===== src/rtl/ps2_pkg.sv =====
// rtl/ps2_pkg.sv - shared PS/2 types, command/response codes and parity helper
package ps2_pkg;

    typedef enum logic [2:0] {
        IDLE,
        INHIBIT,
        REQ,
        WAIT_FIRST,
        XFER,
        WAIT_IDLE,
        FAIL
    } state_t;

    localparam logic [7:0] CMD_SET_LEDS = 8'hED;
    localparam logic [7:0] CMD_ECHO     = 8'hEE;
    localparam logic [7:0] CMD_ENABLE   = 8'hF4;
    localparam logic [7:0] CMD_RESET    = 8'hFF;

    localparam logic [7:0] ACK    = 8'hFA;
    localparam logic [7:0] RESEND = 8'hFE;

    // data bits + parity + stop, as shifted out after the start bit
    localparam int unsigned BITS_PER_FRAME = 10;

    // PS/2 uses odd parity: the bit makes the total count of ones odd
    function automatic logic odd_parity(input logic [7:0] data);
        return ~^data;
    endfunction

endpackage


===== src/rtl/ps2_command_tx_if.sv =====
// rtl/ps2_command_tx_if.sv - command request/status handshake between game logic and the PS/2 transmitter
//   send    : one-cycle request, accepted only when the transmitter is idle
//   command : byte to send, captured with an accepted send
//   busy    : transfer in progress
//   done    : one-cycle pulse, byte acknowledged by the device
//   error   : one-cycle pulse, timeout or missing acknowledge
interface ps2_command_tx_if;
    logic       send;
    logic [7:0] command;
    logic       busy;
    logic       done;
    logic       error;

    modport master (
        output send,
        output command,
        input  busy,
        input  done,
        input  error
    );

    modport slave (
        input  send,
        input  command,
        output busy,
        output done,
        output error
    );
endinterface


===== src/rtl/ps2_line_sync.sv =====
// rtl/ps2_line_sync.sv - two-flop synchronizer with falling-edge detect for one PS/2 line
//   clock, reset : system clock, synchronous active-high reset
//   raw          : asynchronous pin level
//   level        : synchronized level
//   fe           : one-cycle pulse on a synchronized high-to-low transition
module ps2_line_sync (
    input  logic clock,
    input  logic reset,
    input  logic raw,
    output logic level,
    output logic fe
);

    logic meta;
    logic sync;
    logic prev;

    // An idle PS/2 line floats high, so reset to 1 to avoid a false edge.
    always_ff @(posedge clock) begin
        if (reset) begin
            meta <= 1'b1;
            sync <= 1'b1;
            prev <= 1'b1;
        end else begin
            meta <= raw;
            sync <= meta;
            prev <= sync;
        end
    end

    assign level = sync;
    assign fe    = prev & ~sync;

endmodule


===== src/rtl/ps2_command_tx.sv =====
// rtl/ps2_command_tx.sv - host-to-device PS/2 command byte transmitter (open-drain via output enables)
//   clock, reset             : system clock, synchronous active-high reset
//   cmd                      : send/command request, busy/done/error status
//   ps2_clk_in, ps2_dat_in   : raw pin levels
//   ps2_clk_oe, ps2_dat_oe   : 1 pulls the line low, 0 releases it
module ps2_command_tx
    import ps2_pkg::*;
#(
    parameter int unsigned CLOCK_FREQUENCY = 50_000_000,
    parameter int unsigned INHIBIT_CYCLES  = 6_000,
    parameter int unsigned START_TIMEOUT   = 750_000,
    parameter int unsigned PACKET_TIMEOUT  = 100_000
) (
    input  logic             clock,
    input  logic             reset,
    ps2_command_tx_if.slave  cmd,
    input  logic             ps2_clk_in,
    input  logic             ps2_dat_in,
    output logic             ps2_clk_oe,
    output logic             ps2_dat_oe
);

    // One timer serves every phase. Sized for the largest of one second of
    // clocks and the configured counts so any sane setting fits.
    localparam int unsigned MAX_AB   = (INHIBIT_CYCLES > START_TIMEOUT) ? INHIBIT_CYCLES : START_TIMEOUT;
    localparam int unsigned MAX_ABC  = (MAX_AB > PACKET_TIMEOUT) ? MAX_AB : PACKET_TIMEOUT;
    localparam int unsigned MAX_ALL  = (MAX_ABC > CLOCK_FREQUENCY) ? MAX_ABC : CLOCK_FREQUENCY;
    localparam int unsigned TIMER_W  = $clog2(MAX_ALL + 1);

    localparam logic [TIMER_W-1:0] INHIBIT_LAST = TIMER_W'(INHIBIT_CYCLES - 1);
    localparam logic [TIMER_W-1:0] START_LAST   = TIMER_W'(START_TIMEOUT - 1);
    localparam logic [TIMER_W-1:0] PACKET_LAST  = TIMER_W'(PACKET_TIMEOUT - 1);
    localparam logic [3:0]         LAST_BIT     = 4'(BITS_PER_FRAME);

    logic clk_level;
    logic clk_fe;
    logic dat_level;
    logic unused_dat_fe;

    ps2_line_sync u_clk_sync (
        .clock (clock),
        .reset (reset),
        .raw   (ps2_clk_in),
        .level (clk_level),
        .fe    (clk_fe)
    );

    ps2_line_sync u_dat_sync (
        .clock (clock),
        .reset (reset),
        .raw   (ps2_dat_in),
        .level (dat_level),
        .fe    (unused_dat_fe)
    );

    state_t                 state,     state_n;
    logic [TIMER_W-1:0]     timer,     timer_n;
    logic [3:0]             bitcnt,    bitcnt_n;
    logic [9:0]             shift,     shift_n;
    logic                   dat_drive, dat_drive_n;
    logic                   done_q,    done_n;

    always_ff @(posedge clock) begin
        if (reset) begin
            state     <= IDLE;
            timer     <= '0;
            bitcnt    <= '0;
            shift     <= '0;
            dat_drive <= 1'b0;
            done_q    <= 1'b0;
        end else begin
            state     <= state_n;
            timer     <= timer_n;
            bitcnt    <= bitcnt_n;
            shift     <= shift_n;
            dat_drive <= dat_drive_n;
            done_q    <= done_n;
        end
    end

    always_comb begin
        state_n     = state;
        timer_n     = timer + 1'b1;
        bitcnt_n    = bitcnt;
        shift_n     = shift;
        dat_drive_n = dat_drive;
        done_n      = 1'b0;

        case (state)
            IDLE: begin
                timer_n     = '0;
                dat_drive_n = 1'b0;
                if (cmd.send) begin
                    shift_n  = {1'b1, odd_parity(cmd.command), cmd.command};
                    bitcnt_n = '0;
                    state_n  = INHIBIT;
                end
            end

            INHIBIT: begin
                if (timer == INHIBIT_LAST) begin
                    timer_n = '0;
                    state_n = REQ;
                end
            end

            REQ: begin
                timer_n = '0;
                state_n = WAIT_FIRST;
            end

            WAIT_FIRST: begin
                if (clk_fe) begin
                    // The device latches the start bit on this edge; put data bit 0 out.
                    dat_drive_n = ~shift[0];
                    shift_n     = {1'b1, shift[9:1]};
                    bitcnt_n    = 4'd1;
                    timer_n     = '0;
                    state_n     = XFER;
                end else if (timer == START_LAST) begin
                    state_n = FAIL;
                end
            end

            XFER: begin
                if (clk_fe) begin
                    if (bitcnt == LAST_BIT) begin
                        // Edge after the stop bit: the device must be holding data low.
                        dat_drive_n = 1'b0;
                        state_n     = dat_level ? FAIL : WAIT_IDLE;
                    end else begin
                        dat_drive_n = ~shift[0];
                        shift_n     = {1'b1, shift[9:1]};
                        bitcnt_n    = bitcnt + 4'd1;
                    end
                end else if (timer == PACKET_LAST) begin
                    state_n = FAIL;
                end
            end

            WAIT_IDLE: begin
                dat_drive_n = 1'b0;
                if (clk_level && dat_level) begin
                    done_n  = 1'b1;
                    state_n = IDLE;
                end else if (timer == PACKET_LAST) begin
                    state_n = FAIL;
                end
            end

            FAIL: begin
                dat_drive_n = 1'b0;
                state_n     = IDLE;
            end

            default: begin
                state_n = IDLE;
            end
        endcase
    end

    assign ps2_clk_oe = (state == INHIBIT) || (state == REQ);
    assign ps2_dat_oe = (state == REQ) || (state == WAIT_FIRST) || ((state == XFER) && dat_drive);

    // done is registered, so busy drops in the same cycle the pulse appears;
    // FAIL is likewise excluded so error and busy-low coincide.
    assign cmd.busy  = (state != IDLE) && (state != FAIL);
    assign cmd.done  = done_q;
    assign cmd.error = (state == FAIL);

endmodule


===== src/flat_wrapper.sv =====
// flat-port wrapper written by rule: the top's interface ports become plain ports
module ps2_command_tx_flat import ps2_pkg::*;
#(
    parameter int unsigned CLOCK_FREQUENCY = 50_000_000,
    parameter int unsigned INHIBIT_CYCLES  = 6_000,
    parameter int unsigned START_TIMEOUT   = 750_000,
    parameter int unsigned PACKET_TIMEOUT  = 100_000
)
  (clock, reset, ps2_clk_in, ps2_dat_in, ps2_clk_oe, ps2_dat_oe, cmd_send, cmd_command, cmd_busy, cmd_done, cmd_error);
  ps2_command_tx_if cmd_i ();
  input  logic clock;
  input  logic reset;
  input  logic ps2_clk_in;
  input  logic ps2_dat_in;
  output logic ps2_clk_oe;
  output logic ps2_dat_oe;
  input wire logic [$bits(cmd_i.send)-1:0] cmd_send;
  input wire logic [$bits(cmd_i.command)-1:0] cmd_command;
  output wire logic [$bits(cmd_i.busy)-1:0] cmd_busy;
  output wire logic [$bits(cmd_i.done)-1:0] cmd_done;
  output wire logic [$bits(cmd_i.error)-1:0] cmd_error;
  assign cmd_i.send = cmd_send;
  assign cmd_i.command = cmd_command;
  assign cmd_busy = cmd_i.busy;
  assign cmd_done = cmd_i.done;
  assign cmd_error = cmd_i.error;
  ps2_command_tx #(.CLOCK_FREQUENCY(CLOCK_FREQUENCY), .INHIBIT_CYCLES(INHIBIT_CYCLES), .START_TIMEOUT(START_TIMEOUT), .PACKET_TIMEOUT(PACKET_TIMEOUT)) u_core (.clock(clock), .reset(reset), .cmd(cmd_i), .ps2_clk_in(ps2_clk_in), .ps2_dat_in(ps2_dat_in), .ps2_clk_oe(ps2_clk_oe), .ps2_dat_oe(ps2_dat_oe));
endmodule

===== config.mk =====
export PLATFORM = sky130hd
export DESIGN_NAME = ps2_command_tx_flat
export DESIGN_NICKNAME = d
export VERILOG_FILES = /design/src/rtl/ps2_pkg.sv /design/src/rtl/ps2_command_tx_if.sv /design/src/rtl/ps2_line_sync.sv /design/src/rtl/ps2_command_tx.sv /design/src/flat_wrapper.sv
export SDC_FILE = /design/constraint.sdc
export NUM_CORES = 1
export LEC_CHECK = 0
export ABC_AREA = 1
export CAP_MARGIN = 20
export CORE_MARGIN = 4
export CORE_UTILIZATION = 35
export DETAILED_ROUTE_END_ITERATION = 8
export PLACE_DENSITY_LB_ADDON = 0.15
export SETUP_SLACK_MARGIN = 0.05
export SLEW_MARGIN = 20
export SYNTH_ARGS = -nofsm -noshare
export SYNTH_HDL_FRONTEND = slang
export SYNTH_HIERARCHICAL = 1
export SYNTH_SLANG_ARGS = --single-unit

===== constraint.sdc =====
create_clock -name clock -period 3 [get_ports clock]
set_input_delay 0.3 -clock clock [delete_from_list [all_inputs] [get_ports clock]]
set_output_delay 0.3 -clock clock [all_outputs]
set_load 0.1 [all_outputs]

# ---- After elaboration in Yosys (flattened, before gate mapping)
# Index checks and enable logic that the tools add are counted.
dict set report op_classes {
  reduce_logical 17
  n_lt_le_gt_ge 0
  n_shift 0
  n_eq_ne 18
  n_bitwise 4
  addsub 2
  n_mux 28
  div 0
  mul 0
}
# operator n
set op_table {}
lappend op_table {{$pmux W26 S3} 1}
lappend op_table {{$mux W26} 2}
lappend op_table {{$mux W10} 4}
lappend op_table {{$pmux W10 S3} 1}
lappend op_table {{$add A26 B1 Y26 const B} 1}
lappend op_table {{$eq A26 B13 Y1 const B} 1}
lappend op_table {{$eq A26 B17 Y1 const B} 1}
lappend op_table {{$eq A26 B20 Y1 const B} 1}
lappend op_table {{$mux W3} 8}
lappend op_table {{$pmux W3 S6} 1}
lappend op_table {{$mux W4} 4}
lappend op_table {{$pmux W4 S3} 1}
lappend op_table {{$eq A3 B3 Y1 const B} 3}
lappend op_table {{$reduce_bool A3 Y1} 3}
lappend op_table {{$reduce_xnor A8 Y1} 1}
lappend op_table {{$eq A3 B2 Y1 const B} 2}
lappend op_table {{$ne A2 B1 Y1 const B} 3}
lappend op_table {{$ne A3 B3 Y1 const B} 2}
lappend op_table {{$reduce_and A5 Y1} 1}
lappend op_table {{$add A4 B1 Y4 const B} 1}
lappend op_table {{$eq A4 B4 Y1 const B} 1}
lappend op_table {{$mux W1} 4}
lappend op_table {{$ne A2 B2 Y1 const B} 2}
lappend op_table {{$reduce_and A4 Y1} 1}
lappend op_table {{12 further kinds} 19}
dict set report totals {
  output_inout_bits 5
  ram_bits 0
  n_memories 0
  latch_bits 0
  mem_bits_ro 0
  wordCells 80
  inputBits 13
  regBits 50
}

# ---- Logic depth before layout (Yosys ltp)
# Gate-level depths: netlist of run 1.
dict set report logic_depth {
  word_depth 4
  mapped_depth 13
  depth_no_buf 12
}

# ---- By module
# The synthesis of run 1 kept the hierarchy.
# mod cells_per_inst area_each_um2 instances seq_area_each_um2
set by_module_without_submodules {}
lappend by_module_without_submodules {ps2_command_tx 369 2600.0 1 900.9}
lappend by_module_without_submodules {ps2_line_sync 12 93.8 2 60.1}

# ---- Least setup slack after synthesis of run 1
# OpenSTA, ideal clock, no wires.
dict set report synth_timing {
  kind {register to output}
  startpoint {register u_core.state[1]}
  endpoint {output port cmd_busy}
  path_stages_with_launch 4
  slack_ps -1327
  required_time_ps 2700
  arrival_time_ps 4027
  path_cell_list {dfxtp_1 inv_1 nor3_1 a21oi_1}
}
dict set report synth_via {
  elab_chain_cells 2
  word_cells_on_any_way 3
}
# element line_no
set synth_lines {}
lappend synth_lines {{start: declaration} ps2_command_tx.sv:56} ;# state_t state, state_n;
lappend synth_lines {{start signal: assignment} ps2_command_tx.sv:72} ;# state <= state_n;
lappend synth_lines {{$ne A3 B3 Y1 or $reduce_bool A3 Y1 (tied branches)} ps2_command_tx.sv:167} ;# assign cmd.busy = (state != IDLE) && (state != FAIL);
lappend synth_lines {{$logic_and A1 B1 Y1 (*)} ps2_command_tx.sv:167}
lappend synth_lines {{end: declaration} flat_wrapper.sv:19} ;# output wire logic [$bits(cmd_i.busy)-1:0] cmd_busy;
# Mark *: on every way between the ends. The rest lies on a longest branch, timed or not.

# ---- Final worst setup path of run 1
dict set report layout_timing {
  startpoint {register u_core.done_q (netlist: u_core/cmd.done)}
  endpoint {output port cmd_done}
}
# element line_no
set layout_lines {}
lappend layout_lines {{start: declaration} ps2_command_tx.sv:61} ;# logic done_q, done_n;
lappend layout_lines {{start signal: assignment} ps2_command_tx.sv:77} ;# done_q <= done_n;
lappend layout_lines {{end: declaration} flat_wrapper.sv:20} ;# output wire logic [$bits(cmd_i.done)-1:0] cmd_done;
# No word-level cell between the ends.

==> results of run 1 <==
through the flow:
step                cells  area, um2
finish                509       3080
global route          509       3080
CTS                   509       3080
detailed placement    501       2990
global placement      501       2990
floorplan             388       2760
where the power goes:
group	total, mW	switching, mW	internal (mW)	leakage, nW
Combinational	0.846	0.599	0.247	0.767
Sequential	0.837	0.0804	0.757	0.407
Clock	0.398	0.233	0.164	0.0441
Total	2.08	0.913	1.17	1.22
state kept, by name (all words and copies together) (netlist names):
name,cells
u_core/u_clk_sync/prev,1
u_core/dat_drive,1
u_core/state,3
u_core/u_clk_sync/meta,1
u_core/cmd.done,1
u_core/u_clk_sync/level,1
u_core/u_dat_sync/level,1
u_core/bitcnt,4
u_core/u_dat_sync/meta,1
u_core/timer,26
u_core/shift,10
metal layers:
metal  wire length [um]  part of all wire  up-vias  global-route usage
met1               3170              0.51     1082               0.200
met2               2630              0.43       54               0.209
li1                   -                 -     1284                   -
met5                  0                 0        -                   0
met3                288             0.047        6              0.0288
met4                 74             0.012        0              0.0410
final timing paths:
kind / start / to / cells after the start
max reg2reg: u_core/timer[0]$_SDFF_PP0_ / u_core/timer[23]$_SDFF_PP0_ / 10
max: u_core/cmd.done$_SDFF_PP0_ / cmd_done / 1
min reg2reg: u_core/u_clk_sync/meta$_SDFF_PP1_ / u_core/u_clk_sync/level$_SDFF_PP1_ / 2
min: u_core/u_clk_sync/meta$_SDFF_PP1_ / u_core/u_clk_sync/level$_SDFF_PP1_ / 2
cell type report:
cell class,instances,area (um2),area share
multi-input cells,282,1510,0.488
flip-flops and latches,50,1000,0.325
inverters,49,191,0.0621
repair buffers,18,168,0.0544
well taps,102,128,0.0414
clock buffers,5,68.8,0.0223
clock inverters,3,21.3,0.00690
==> impl_results.md, run 1 <==
- Worst Hold Class: register to register
- CORE AREA: 7690 um2
- Overall Power: 2.08 mW
- CTS Buffer Depth: 2
- # diodes: 0
- Clk_lat worst skew: 0.30 ns
- Maxcap violations: 0
- Post-layout util: 0.401
- Total Wirelength: 6160 um
- Die Area: 9350 um2
- Leak: 1.22 nW
- Vias in the first global route: 2356
- Fillers: 847
- Clk sink count: 50
- Power Dens Cells: 675 nW/um2
- DP Worst Slack: 0.982 ns
- Setup TNS: 0 ns
- Vias per cell: 4.77
- Buf+Inv Stages, Crit Path: 1
- Gr ovfl total: 0
- Worst Skew: 0.00872 ns
- Global placer's final weighted congestion: 0.874
- Final min period: 2.04 ns
- Reg-to-reg slack, setup: 1.06 ns
- Layout cell share with drive strength beyond 1: 0.108
- Post-Syn Area: 2750 um2
- Avg Cell Area, Syn: 7.09 um2
- CTS tree: done
- Hold-fix buffers, CTS: 0
- Final slew viol count: 0
- IO Count: 18
- Pin count of the biggest net entering global routing: 24
- Die X: 96.7 um
- Peak VDD IR: 299 uV
- H-Tree Depth: 2
- RSZ-0062 raised after global routing: false
- Worst Slack Setup Final: 0.961 ns
- DR DRC count: 0
- FP Rows: 32
- Required time of the critical path: 2.70 ns
- Initial DRC Count: 115
- Slowest-stage cell, CP: clkdlybuf4s50_1
- Area grow syn2layout: 12.0%
- Kind of critical path: register to output port
- Net count after synthesis: 405
- Fmax: 490 MHz
- Final hold vios: 0
- Initial cell density of the core: 0.358
- Most frequent cells in the layout: nand2_1, nor2_1, dfxtp_1
- Critical Path End Type: output port
- HPWL after DPL: 4720 um
- Synth warnings: 6
- # Post-CTS Setup Buffers: 0
- Vias: 2426
- Headroom to the max-slew limit: 0.360
- Pre-antenna DRT Iters: 4
- Worst-Margin Slew: 0.957 ns
- PortBufs: 17
- Commonest non-fill, non-tap cell in the layout: nand2_1
- WP data arrival: 1.74 ns
- Fin nets: 423
- CP peak stage delay: 1.12 ns
- Post-Synthesis Cells: 388
- First-pass GRT wire length: 11000 um
- DRT antenna net count: 0
- Initial antenna violation count: 0
- CP Cell Sequence: clkdlybuf4s50_1
- CP startpoint kind: register
- Period utilisation layout: 0.680
- Die Ht: 96.7 um
- CTS root buf: clkbuf_8
- Top Family by Delay on Critical Path: buffers and inverters
- Routed length per instance: 12.1 um
- Hold WS: 0.409 ns
- Crit-path max FO: 1
- GRT Total Usage: 0.139
- Clock transition at path regs: 0.09 ns
- Post-cts resize count: 0
- Status: complete, no violations
- Count of final setup violators: 0
- TritonCTS buffer count: 5
No activity file was read; power rests on OpenSTA's default activity.
==> run 2, diff against run 1 <==
==> constraint.sdc (replaced) <==
create_clock -name clock -period 2.1 [get_ports clock]
set_input_delay 0.21 -clock clock [delete_from_list [all_inputs] [get_ports clock]]
set_output_delay 0.21 -clock clock [all_outputs]
set_load 0.1 [all_outputs]
==> run 2 against run 1 <==
Final cell count rose by 0.79%; design area rose by 3.4%; count of clock-buffer cells in the layout did not move; register-to-register slack got worse by 0.75 ns; critical path depth rose by 10; global-route usage fell by 0.48 points; die area did not move; largest power group unchanged; core utilization rose by 1.4 points; sequential share of layout area fell by 1.1 points; combinational power rose by 65%; setup slack got worse by 0.65 ns.
==> impl_results.md, run 2 (synthesized netlist as in run 1, its figures left out) <==
- PortBufs: 17 (unchanged)
- Hold WS: 0.411 ns (was 0.409 ns)
- Critical Path End Type: register (was output port)
- Critical Path Start: u_core/timer[0]$_SDFF_PP0_ (was u_core/cmd.done$_SDFF_PP0_)
- FP Rows: 32 (unchanged)
- Max layer used: met4 (unchanged)
- Pin count of the biggest net entering global routing: 24 (unchanged)
- Die X: 96.7 um (unchanged)
- Global placer's final weighted congestion: 0.829 (was 0.874)
- CTS root buf: clkbuf_8 (unchanged)
- Cell Int Power: 1.82 mW (was 1.17 mW)
- Overall Power: 3.18 mW (was 2.08 mW)
- Inst Count DP: 505 (was 501)
- RSZ-0062 raised after global routing: false (unchanged)
- CP endpoint: u_core/timer[0]$_SDFF_PP0_ (was cmd_done)
- Multi-input logic area: 1520 um2 (was 1510 um2)
- R2R Path Start: u_core/timer[0]$_SDFF_PP0_ (unchanged)
- Peak VDD IR: 496 uV (was 299 uV)
- Fmax: 560 MHz
- Reg with most FFs: u_core/timer (unchanged)
- Post-cts resize count: 0 (unchanged)
- Wire length on met3: 190 um (was 288 um)
- Clock transition at path regs: 0.10 ns (was 0.09 ns)
- Setup TNS: 0 ns (unchanged)
- Crit-path max FO: 23 (was 1)
- Fillers: 834 (was 847)
- CP Cell Sequence: ha_1 > nand2_1 > nor2_4 > nand3_1 > nor2_1 > nand2_1 > nand2_1 > nand3_2 > nand2_2 > buf_12 > nor2_1 (was clkdlybuf4s50_1)
- Most frequent cells in the layout: nand2_1, nor2_1, dfxtp_1 (unchanged)
- Layout cell share with drive strength beyond 1: 0.124 (was 0.108)
- CTS Buffer Depth: 2 (unchanged)
- Power Dens Cells: 996 nW/um2 (was 675 nW/um2)
- Worst hold start: u_core/u_dat_sync/meta$_SDFF_PP1_ (was u_core/u_clk_sync/meta$_SDFF_PP1_)
- Most used cell, CP: nand2_1
- CTS tree: done (unchanged)
- Routed length per instance: 11.9 um (was 12.1 um)
- Initial cell density of the core: 0.358 (unchanged)
- TritonCTS buffer count: 5 (unchanged)
- Switching share of power: 0.428 (was 0.439)
- CP peak stage delay: 0.37 ns (was 1.12 ns)
- Worst reg2reg path depth: 11 (was 10)
- Vias in the first global route: 2267 (was 2356)
- Combinational share of power: 0.440 (was 0.406)
- Gr ovfl total: 0 (unchanged)
- R2r endpoint: u_core/timer[0]$_SDFF_PP0_ (was u_core/timer[23]$_SDFF_PP0_)
- Max FFs per register: 26 (unchanged)
- Clk sink count: 50 (unchanged)
- Headroom to the max-slew limit: 0.733 (was 0.360)
- NetSw: 1.36 mW (was 0.913 mW)
- Period utilisation layout: 0.850
- Pre-antenna DRT Iters: 4 (unchanged)
- Vias: 2432 (was 2426)
- Status: complete, no violations (unchanged)
- Die Ht: 96.7 um (unchanged)
- IO Count: 18 (unchanged)
- Final slew viol count: 0 (unchanged)
- CP startpoint kind: register (unchanged)
- Fin nets: 427 (was 423)
- Regs by FF count: u_core/timer: 26 flops, u_core/shift: 10 flops, u_core/bitcnt: 4 flops (unchanged)
- DR DRC count: 0 (unchanged)
- Kind of critical path: register to register (was register to output port)
- M1 wire length: 3040 um (was 3170 um)
- Slowest-stage cell, CP: dfxtp_1 (was clkdlybuf4s50_1)
- Worst-Margin Slew: 0.399 ns (was 0.957 ns)
- First-pass GRT wire length: 10600 um (was 11000 um)
- Worst Hold Class: register to register (unchanged)
- DR WL met2: 2820 um (was 2630 um)
- Maxcap violations: 0 (unchanged)
- Commonest non-fill, non-tap cell in the layout: nand2_1 (unchanged)
- HPWL after DPL: 4710 um (was 4720 um)
- Hold-fix buffers, CTS: 0 (unchanged)
- Final min period: 1.79 ns
- Die Area: 9350 um2 (unchanged)
- GRT Total Usage: 0.134 (was 0.139)
- Area grow syn2layout: 15.9% (was 12.0%)
- Initial DRC Count: 113 (was 115)
- Clock power share: 0.184 (was 0.191)
- Clk_lat worst skew: 0.30 ns (about the same)
- Worst Skew: 0.00840 ns (was 0.00872 ns)
- Reg-to-reg slack, setup: 0.31 ns (was 1.06 ns)
- DRT antenna net count: 0 (unchanged)
- Final hold vios: 0 (unchanged)
- Initial antenna violation count: 0 (unchanged)
- # diodes: 0 (unchanged)
- Sequential power share: 0.376 (was 0.402)
- Count of final setup violators: 0 (unchanged)
- # Post-CTS Setup Buffers: 0 (unchanged)
- FF/Latch Area: 1000 um2 (unchanged)
- H-Tree Depth: 2 (unchanged)
- Required time of the critical path: 2.30 ns (was 2.70 ns)
- Total Wirelength: 6090 um (was 6160 um)
- WP data arrival: 1.98 ns (was 1.74 ns)
- Leak: 1.26 nW (was 1.22 nW)
- Post-Layout Cell Count: 513 (was 509)
- CORE AREA: 7690 um2 (unchanged)
- Vias per cell: 4.74 (was 4.77)
[run 2: cell types whose count changed in the layout (fill, tap and decap cells not counted), sizes merged]
cell and delta:
clkinv -2, clkdlybuf4s50 -1, clkinvlp +1, inv +1
buf +5
[run 2: how the worst min path moves through the flow]
stage	to	cells after the start
2_1_floorplan	u_core/u_dat_sync/meta$_SDFF_PP1_	2
3_3_place_gp	u_core/u_clk_sync/level$_SDFF_PP1_	2
3_5_place_dp	u_core/u_dat_sync/level$_SDFF_PP1_	2
4_1_cts	u_core/u_dat_sync/level$_SDFF_PP1_	2
5_1_grt	u_core/u_clk_sync/meta$_SDFF_PP1_	3
6_report	u_core/u_dat_sync/level$_SDFF_PP1_	2
[run 2: worst max-delay path: cells and delay by family, from the launching register on]
family	cells	cell delay (ns)
buffers and inverters	1	0.16
DFF	1	0.37
adders and majority gates	1	0.16
and+or+nand+nor	9	0.98
[run 2: power by group through the flow]
| stage | Clock [mW] | Sequential, mW | Combinational [mW] |
|---|---|---|---|
| CTS | 0.613 | 1.19 | 1.41 |
| floorplan | 0 | 1.17 | 1.09 |
| global placement | 0 | 1.21 | 1.40 |
| detailed placement | 0 | 1.21 | 1.40 |
| finish | 0.586 | 1.19 | 1.40 |
| global route | 0.647 | 1.21 | 1.54 |
[run 2: per-layer routing]
layer | global-route usage | vias to the layer above
met5 | 0 | -
met4 | 0.0292 | 0
met3 | 0.0216 | 2
met2 | 0.218 | 28
met1 | 0.188 | 1112
li1 | - | 1290
[run 2: layout make-up]
type | instances | share of cell area
clock buffers | 5 | 0.0216
clock inverters | 3 | 0.00745
multi-input cells | 282 | 0.476
flip-flops and latches | 50 | 0.314
repair buffers | 22 | 0.0808
inverters | 49 | 0.0600
well taps | 102 | 0.0400
[run 2: through the flow]
| stage | util | area [um2] | setup WS, ns |
|---|---|---|---|
| global placement | 0.403 | 3100 | 0.294 |
| global route | 0.415 | 3190 | 0.0905 |
| CTS | 0.415 | 3190 | 0.277 |
| detailed placement | 0.403 | 3100 | 0.300 |
| finish | 0.415 | 3190 | 0.314 |
| floorplan | - | 2770 | 0.0102 |
